`config.mk`:
```
export PLATFORM = sky130hd
export DESIGN_NAME = vehicle_sensor_conditioner
export DESIGN_NICKNAME = d
export VERILOG_FILES = /design/src/rtl/traffic_pkg.sv /design/src/rtl/sync_2ff.sv /design/src/rtl/vehicle_sensor_conditioner.sv
export SDC_FILE = /design/constraint.sdc
export NUM_CORES = 1
export LEC_CHECK = 0
export CORE_AREA = 2 2 47 49
export DETAILED_ROUTE_END_ITERATION = 10
export DIE_AREA = 0 0 49 51
export PLACE_DENSITY = 0.77
export SYNTH_ARGS = -nofsm -noshare
export SYNTH_HDL_FRONTEND = slang
export SYNTH_SLANG_ARGS = --single-unit
```
`constraint.sdc`:
```
create_clock -name clk -period 1.8 [get_ports clk]
set_clock_uncertainty 0.2 [all_clocks]
set_input_delay 0.27 -clock clk [delete_from_list [all_inputs] [get_ports clk]]
set_output_delay 0.27 -clock clk [all_outputs]
set_load 0.005 [all_outputs]
```
`src/rtl/traffic_pkg.sv`:
```
// Shared definitions for the intersection controller family: vehicle
// detector FSM encoding and default timing/counter constants.
package traffic_pkg;

  typedef enum logic [1:0] {
    IDLE        = 2'd0,
    CONFIRM_ON  = 2'd1,
    PRESENT     = 2'd2,
    CONFIRM_OFF = 2'd3
  } veh_state_t;

  localparam int unsigned DEF_DEB_CYCLES  = 4;
  localparam int unsigned DEF_HOLD_CYCLES = 6;
  localparam int unsigned DEF_CNT_W       = 8;

endpackage

```
`src/rtl/sync_2ff.sv`:
```
// Two-flop synchronizer for a single asynchronous level input.
module sync_2ff (
  input  logic clk,
  input  logic rst,
  input  logic d,
  output logic q
);

  logic meta;

  always_ff @(posedge clk or negedge rst) begin
    if (!rst) begin
      meta <= 1'b0;
      q    <= 1'b0;
    end else begin
      meta <= d;
      q    <= meta;
    end
  end

endmodule

```
`src/rtl/vehicle_sensor_conditioner.sv`:
```
// Debounces an inductive-loop detector, counts confirmed arrivals and holds a
// service request for the light controller until the vehicle has left.
module vehicle_sensor_conditioner
  import traffic_pkg::*;
#(
  parameter int unsigned DEB_CYCLES  = DEF_DEB_CYCLES,
  parameter int unsigned HOLD_CYCLES = DEF_HOLD_CYCLES,
  parameter int unsigned CNT_W       = DEF_CNT_W
) (
  input  logic             clk,
  input  logic             rst,
  input  logic             loop_raw,
  input  logic             svc_ack,
  output logic             sensor,
  output logic             vehicle_present,
  output logic [CNT_W-1:0] vehicle_count
);

  localparam int unsigned MAX_CYC   = (DEB_CYCLES > HOLD_CYCLES) ? DEB_CYCLES : HOLD_CYCLES;
  localparam int unsigned DEB_W     = (MAX_CYC < 2) ? 1 : $clog2(MAX_CYC + 1);
  localparam logic [DEB_W-1:0] DEB_LAST  = DEB_W'(DEB_CYCLES - 1);
  localparam logic [DEB_W-1:0] HOLD_LAST = DEB_W'(HOLD_CYCLES - 1);

  logic             loop_s;
  veh_state_t       state_q, state_d;
  logic [DEB_W-1:0] deb_q, deb_d;
  logic             arrive;
  logic             svc_clear;

  sync_2ff u_sync (
    .clk (clk),
    .rst (rst),
    .d   (loop_raw),
    .q   (loop_s)
  );

  always_ff @(posedge clk or negedge rst) begin
    if (!rst) begin
      state_q <= IDLE;
      deb_q   <= '0;
    end else begin
      state_q <= state_d;
      deb_q   <= deb_d;
    end
  end

  // '>=' rather than '==' so a window of one cycle confirms on the first check.
  always_comb begin
    state_d = state_q;
    deb_d   = deb_q;
    arrive  = 1'b0;
    unique case (state_q)
      IDLE: begin
        if (loop_s) begin
          state_d = CONFIRM_ON;
          deb_d   = DEB_W'(1);
        end
      end
      CONFIRM_ON: begin
        if (!loop_s) begin
          state_d = IDLE;
          deb_d   = '0;
        end else if (deb_q >= DEB_LAST) begin
          state_d = PRESENT;
          deb_d   = '0;
          arrive  = 1'b1;
        end else begin
          deb_d = deb_q + 1'b1;
        end
      end
      PRESENT: begin
        if (!loop_s) begin
          state_d = CONFIRM_OFF;
          deb_d   = DEB_W'(1);
        end
      end
      CONFIRM_OFF: begin
        if (loop_s) begin
          state_d = PRESENT;
          deb_d   = '0;
        end else if (deb_q >= HOLD_LAST) begin
          state_d = IDLE;
          deb_d   = '0;
        end else begin
          deb_d = deb_q + 1'b1;
        end
      end
      default: begin
        state_d = IDLE;
        deb_d   = '0;
      end
    endcase
  end

  always_comb begin
    vehicle_present = (state_q == PRESENT) || (state_q == CONFIRM_OFF);
    svc_clear       = svc_ack && ((state_q == IDLE) || (state_q == CONFIRM_ON));
  end

  // A new arrival on the same edge as an acknowledge keeps the request alive.
  always_ff @(posedge clk or negedge rst) begin
    if (!rst) begin
      sensor        <= 1'b0;
      vehicle_count <= '0;
    end else begin
      if (arrive)
        sensor <= 1'b1;
      else if (svc_clear)
        sensor <= 1'b0;
      if (arrive && (vehicle_count != '1))
        vehicle_count <= vehicle_count + 1'b1;
    end
  end

  assert property (@(posedge clk) (DEB_CYCLES != 0) && (HOLD_CYCLES != 0))
    else $error("vehicle_sensor_conditioner: DEB_CYCLES and HOLD_CYCLES must be nonzero");

endmodule

```
==> Word level (Yosys, flattened, before mapping) <==
Cells that the tools add are included.
{ "classes": {"multipliers": 0, "n_eq_ne": 8, "div": 0, "n_addsub": 2, "shift": 0, "bitwise": 0, "muxes": 19, "reduce_logical": 8, "magnitude_cmp": 2} }
{ "op_table": {"columns": ["op", "count"], "rows": [
  ["2-to-1 mux 3 bit", 6],
  ["2-to-1 mux 2 bit", 6],
  ["one-hot mux 3 bit (4 select lines)", 1],
  ["adder 8 x 1 -> 8 bit, second input constant", 1],
  ["!= test 8 bit, second input constant", 1],
  ["one-hot mux 2 bit (4 select lines)", 1],
  ["2-to-1 mux 1 bit", 5],
  ["== test 2 bit, second input constant", 2],
  ["AND reduction 4 bit", 1],
  ["adder 3 x 1 -> 3 bit, second input constant", 1],
  [">= comparator 3 x 2 -> 1 bit, second input constant", 1],
  [">= comparator 3 bit, second input constant", 1],
  ["!= test 3 x 2 -> 1 bit, second input constant", 1],
  ["!= test 3 bit, second input constant", 1],
  ["== test 2 x 1 -> 1 bit, second input constant", 1],
  ["logical AND 1 bit", 2],
  ["logical NOT 2 bit", 1],
  ["logical OR 1 bit", 2],
  ["!= test 2 x 1 -> 1 bit, second input constant", 1],
  ["!= test 2 bit, second input constant", 1],
  ["AND reduction 2 bit", 1],
  ["nonzero test 2 bit", 1]
]} }
{ "totals": {"elab_cells": 45, "reg_bits": 16, "mem_bits_ro": 0, "latch_bits": 0, "n_memories": 0, "in_bits": 4, "ramBits": 0} }

==> Logic depth before layout (Yosys ltp) <==
{ "depth": {"depth_word": 5, "ltp_mapped": 6, "ltp_nobuf": 6} }

==> Modules after synthesis <==
From an unflattened synthesis, not the netlist that was laid out.
{ "hier_totals": {"hier_cells": 76, "hier_area_um2": 814.5} }
{ "modules_own_cells": {"columns": ["mod", "cells_per_inst", "n_inst", "area_each_um2"], "rows": [
  ["vehicle_sensor_conditioner", 74, 1, 764.5],
  ["sync_2ff", 2, 1, 50.0]
]} }

==> Worst setup path before layout <==
No wires, ideal clock.
{ "synth_timing": {"path_kind": "register -> register", "start": "reg deb_q[0]", "end": "reg vehicle_count[1]", "synth_period_minus_slack_ps": 1952, "stages_incl_launch_ff": 7, "t_arrival_ps": 1627, "t_required_ps": 1475, "slack_ps": -152, "setup_time_ps": 125, "cell_sequence": "dfrtp_1 > ha_1 > ha_1 > a211o_1 > nand3_4 > nor2_4 > mux2_4"} }
{ "synth_between": {"elab_chain_cells": 5} }
{ "synth_lines": {"columns": ["item", "line", "source"], "rows": [
  ["start: declaration", "vehicle_sensor_conditioner.sv:26", "logic [DEB_W-1:0] deb_q, deb_d;"],
  ["start signal: assignment", "vehicle_sensor_conditioner.sv:40", "deb_q <= '0;"],
  ["start signal: assignment", "vehicle_sensor_conditioner.sv:43", "deb_q <= deb_d;"],
  [">= comparator 3 x 2 -> 1 bit", "vehicle_sensor_conditioner.sv:63", "end else if (deb_q >= DEB_LAST) begin"],
  ["2-to-1 mux 1 bit", "vehicle_sensor_conditioner.sv:63", null],
  ["2-to-1 mux 1 bit", "vehicle_sensor_conditioner.sv:60", "if (!loop_s) begin"],
  ["2-to-1 mux 1 bit", "vehicle_sensor_conditioner.sv:52", "unique case (state_q)"],
  ["logical AND 1 bit", "vehicle_sensor_conditioner.sv:110", "if (arrive && (vehicle_count != '1))"],
  ["end signal: assignment", "vehicle_sensor_conditioner.sv:111", "vehicle_count <= vehicle_count + 1'b1;"],
  ["end: declaration", "vehicle_sensor_conditioner.sv:16", "output logic [CNT_W-1:0] vehicle_count"]
]} }
Every way passes these cells.
A chain may end at the register's enable or synchronous reset.

==> Final worst setup path <==
Ends and elaborated chain as after synthesis.

==> metrics <==
CTS sink count 16; Final Max Slew Viols 0; final hold violations 0; CTS tree built; Worst Path Max Fanout 6; drt wl/cell around 14 microns; share of layout cells above drive strength 1 32.69%; All-Layer GR Usage roughly 15%; clock root cell clkbuf_4; Worst-path clk slew ~0.10 ns; crit path time final between 1.5 and 2 ns; dpl cell area between 0.001 and 0.0015 sq mm; Cell Area, Synth 843.3 sq um; synthesized flop and latch total 16; synthesis-to-layout area growth 40.06%; WP data required between 1.5 and 2 ns; total CTS buffers 3; htree depth 1; sequential-to-total area share from yosys stat 47.48%; Vias/cell between 5 and 6; Final #Nets 113; worst reg2reg path startpoint deb_q[0]; slack of the critical path -0.09748 ns; row count 17; maximum vdd ir drop 823.5 uV; total design power 0.001321 W; initial cell density of the core about two fifths; syn nets 82; Max Root-Sink Buffers 2; DRT antenna net count 0; vias in the first global route 625; Final Core Density 57.25%; Setup CP Type reg2reg; status finished with violations; final wirelength 1857 microns; fin crit share 105.4%; first-pass GRT wire length 2787 microns; DP Wirelength about 1200 microns; fmax ~530 MHz; failing checks setup timing; Design Area, Final 0.001181 sq mm; count of hold-fix buffers inserted at cts 0; Worst Hold Class in2async; Boundary Pins 14; clock latency on the worst-skew pair ~0.3 ns; worst hold slack approximately 0.073 ns; Final Wtd Congestion between 0.9 and 1; die footprint between 0.002 and 0.0025 sq mm; Yosys warnings 0; Power Density 1118 mW/mm^2; grt total ovfl 0; Chip Width between 40 and 50 microns; PortBufs 13; Syn Inst Count 74; first-iteration detailed-routing DRC count 20; CP endpoint kind flip-flop; Arr. time, crit path 1.89 ns; Cell variety after synth 28; Die Y between 50 and 60 microns; Critical Path Source deb_q[0]; Remaining DRCs 0; core area approximately 0.0021 sq mm; largest net degree at the start of global routing 17; # diodes 0; Pleak ~0.57 nW; # setup viols final 11; crit start category flip-flop; first drt pass iteration count 4; actual slew at the worst max-slew pin around 0.38 ns; Vias ~670; Avg Inst Size Synth 11.40 sq um; antenna violations before repair 0; Max-slew headroom between 70 and 80%; RSZ-0062 raised after global routing yes; max-cap viol count 0
[timing repair]
item,4_1_cts,5_1_grt
gates resized for setup,0,8
buffers inserted,1,2
hold endpoints to repair,0,0
endpoints found under the setup margin,9,13
pin swaps,0,6
[cells in the mapped netlist, drive strengths merged]
cell type,instances,area share [%]
dfrtp,16,47
ha,4,5.9
o21ai,7,4.2
or2,1,0.74
clkbuf,1,0.44
nor3b,2,2.4
and4,2,2.7
nor3,5,4.7
o311ai,1,1.0
a211o,1,1.0
nor2,2,1.8
xor2,7,7.3
buf,1,2.4
a21oi,2,1.2
nor2b,1,0.74
mux2,1,1.8
o31ai,1,0.89
nand2,7,3.1
and2,1,0.74
inv,4,1.8
nand3,4,3.9
and2b,1,0.89
nor4,2,3.0
[per-layer routing]
metal / wire length (microns) / GRT usage, % / vias up
li1: - / - / 317
met1: 817 / 18.34 / 330
met2: 934 / 24.20 / 16
met3: 53 / 3.801 / 5
met4: 51 / 10.00 / 0
met5: 0 / 0 / -
[placed cells by master (no fill, tap or decap), drive strengths merged]
cell / netlist / routed
dlymetal6s2s: 0 / 2
a211o: 1 / 1
inv: 4 / 4
clkbuf: 1 / 4
ha: 4 / 4
and4: 2 / 2
o31ai: 1 / 1
and2b: 1 / 1
nor4: 2 / 2
nor2b: 1 / 1
o21ai: 7 / 7
dfrtp: 16 / 16
xor2: 7 / 7
clkdlybuf4s50: 0 / 11
nand3: 4 / 4
nor3b: 2 / 2
nor2: 2 / 2
mux2: 1 / 1
nand2: 7 / 7
nor3: 5 / 5
a21oi: 2 / 2
or2: 1 / 1
o311ai: 1 / 1
and2: 1 / 1
buf: 1 / 15
[power breakdown]
| part | internal, W | total, W | switching (W) |
|---|---|---|---|
| clock | 0.000124 | 0.000253 | 0.000129 |
| sequential | 0.000439 | 0.000502 | 0.0000625 |
| combinational | 0.000296 | 0.000566 | 0.000271 |
[logic make-up (layout without fill, tap and decap cells)]
kind of cell | after synthesis | in the layout | share of synthesized area, %
buffers and inverters | 6 | 36 | 4.599
XOR/XNOR | 7 | 7 | 7.270
AO/OA/AOI/OAI | 12 | 12 | 8.309
flip-flops | 16 | 16 | 47.48
AND/OR/NAND/NOR | 28 | 28 | 24.63
multiplexers | 1 | 1 | 1.780
adder cells (fa/ha/maj) | 4 | 4 | 5.935
[cell type report]
type	instances	area (sq um)
timing repair buffer	28	251.5
clock buffer	4	36.28
multi-input combinational	52	442.9
fill	158	882.1
sequential	16	400.4
inverter	4	15.01
tap	28	35.03
[flip-flops by register name (all words and copies together) (netlist names), named ones only]
register	flops
u_sync.meta	1
sensor	1
state_q	1
deb_q	3
vehicle_count	8
u_sync.q	1
[critical path: stages, from the launching register on]
cell     delay (ns)
dfrtp_1        0.39
ha_2           0.20
ha_4           0.16
a211o_1        0.34
nand3_4        0.16
nor2_4         0.05
mux2_4         0.29
[stage by stage]
stage	setup WS, ns	instances	TNS (ns)
global placement	0.01027	125	0
finish	-0.09748	132	-0.6705
detailed placement	-0.02205	125	-0.05086
global route	-0.1575	132	-1.499
CTS	-0.04289	130	-0.2203
floorplan	-0.04605	74	-0.05342
[worst paths after layout]
kind / endpoint / slack (ns) / cells past startpoint
worst max-delay path: vehicle_count[1] / -0.1 / 6
worst min-delay path: vehicle_count[6] / 0.07 / 2
min in group clk: u_sync.q / 0.17 / 0
worst min register to register: u_sync.q / 0.17 / 0
worst max register to register: vehicle_count[1] / -0.1 / 6
max in group asynchronous: deb_q[2] / 1.15 / 2
Note: power is estimated with default switching activity, not from simulation.
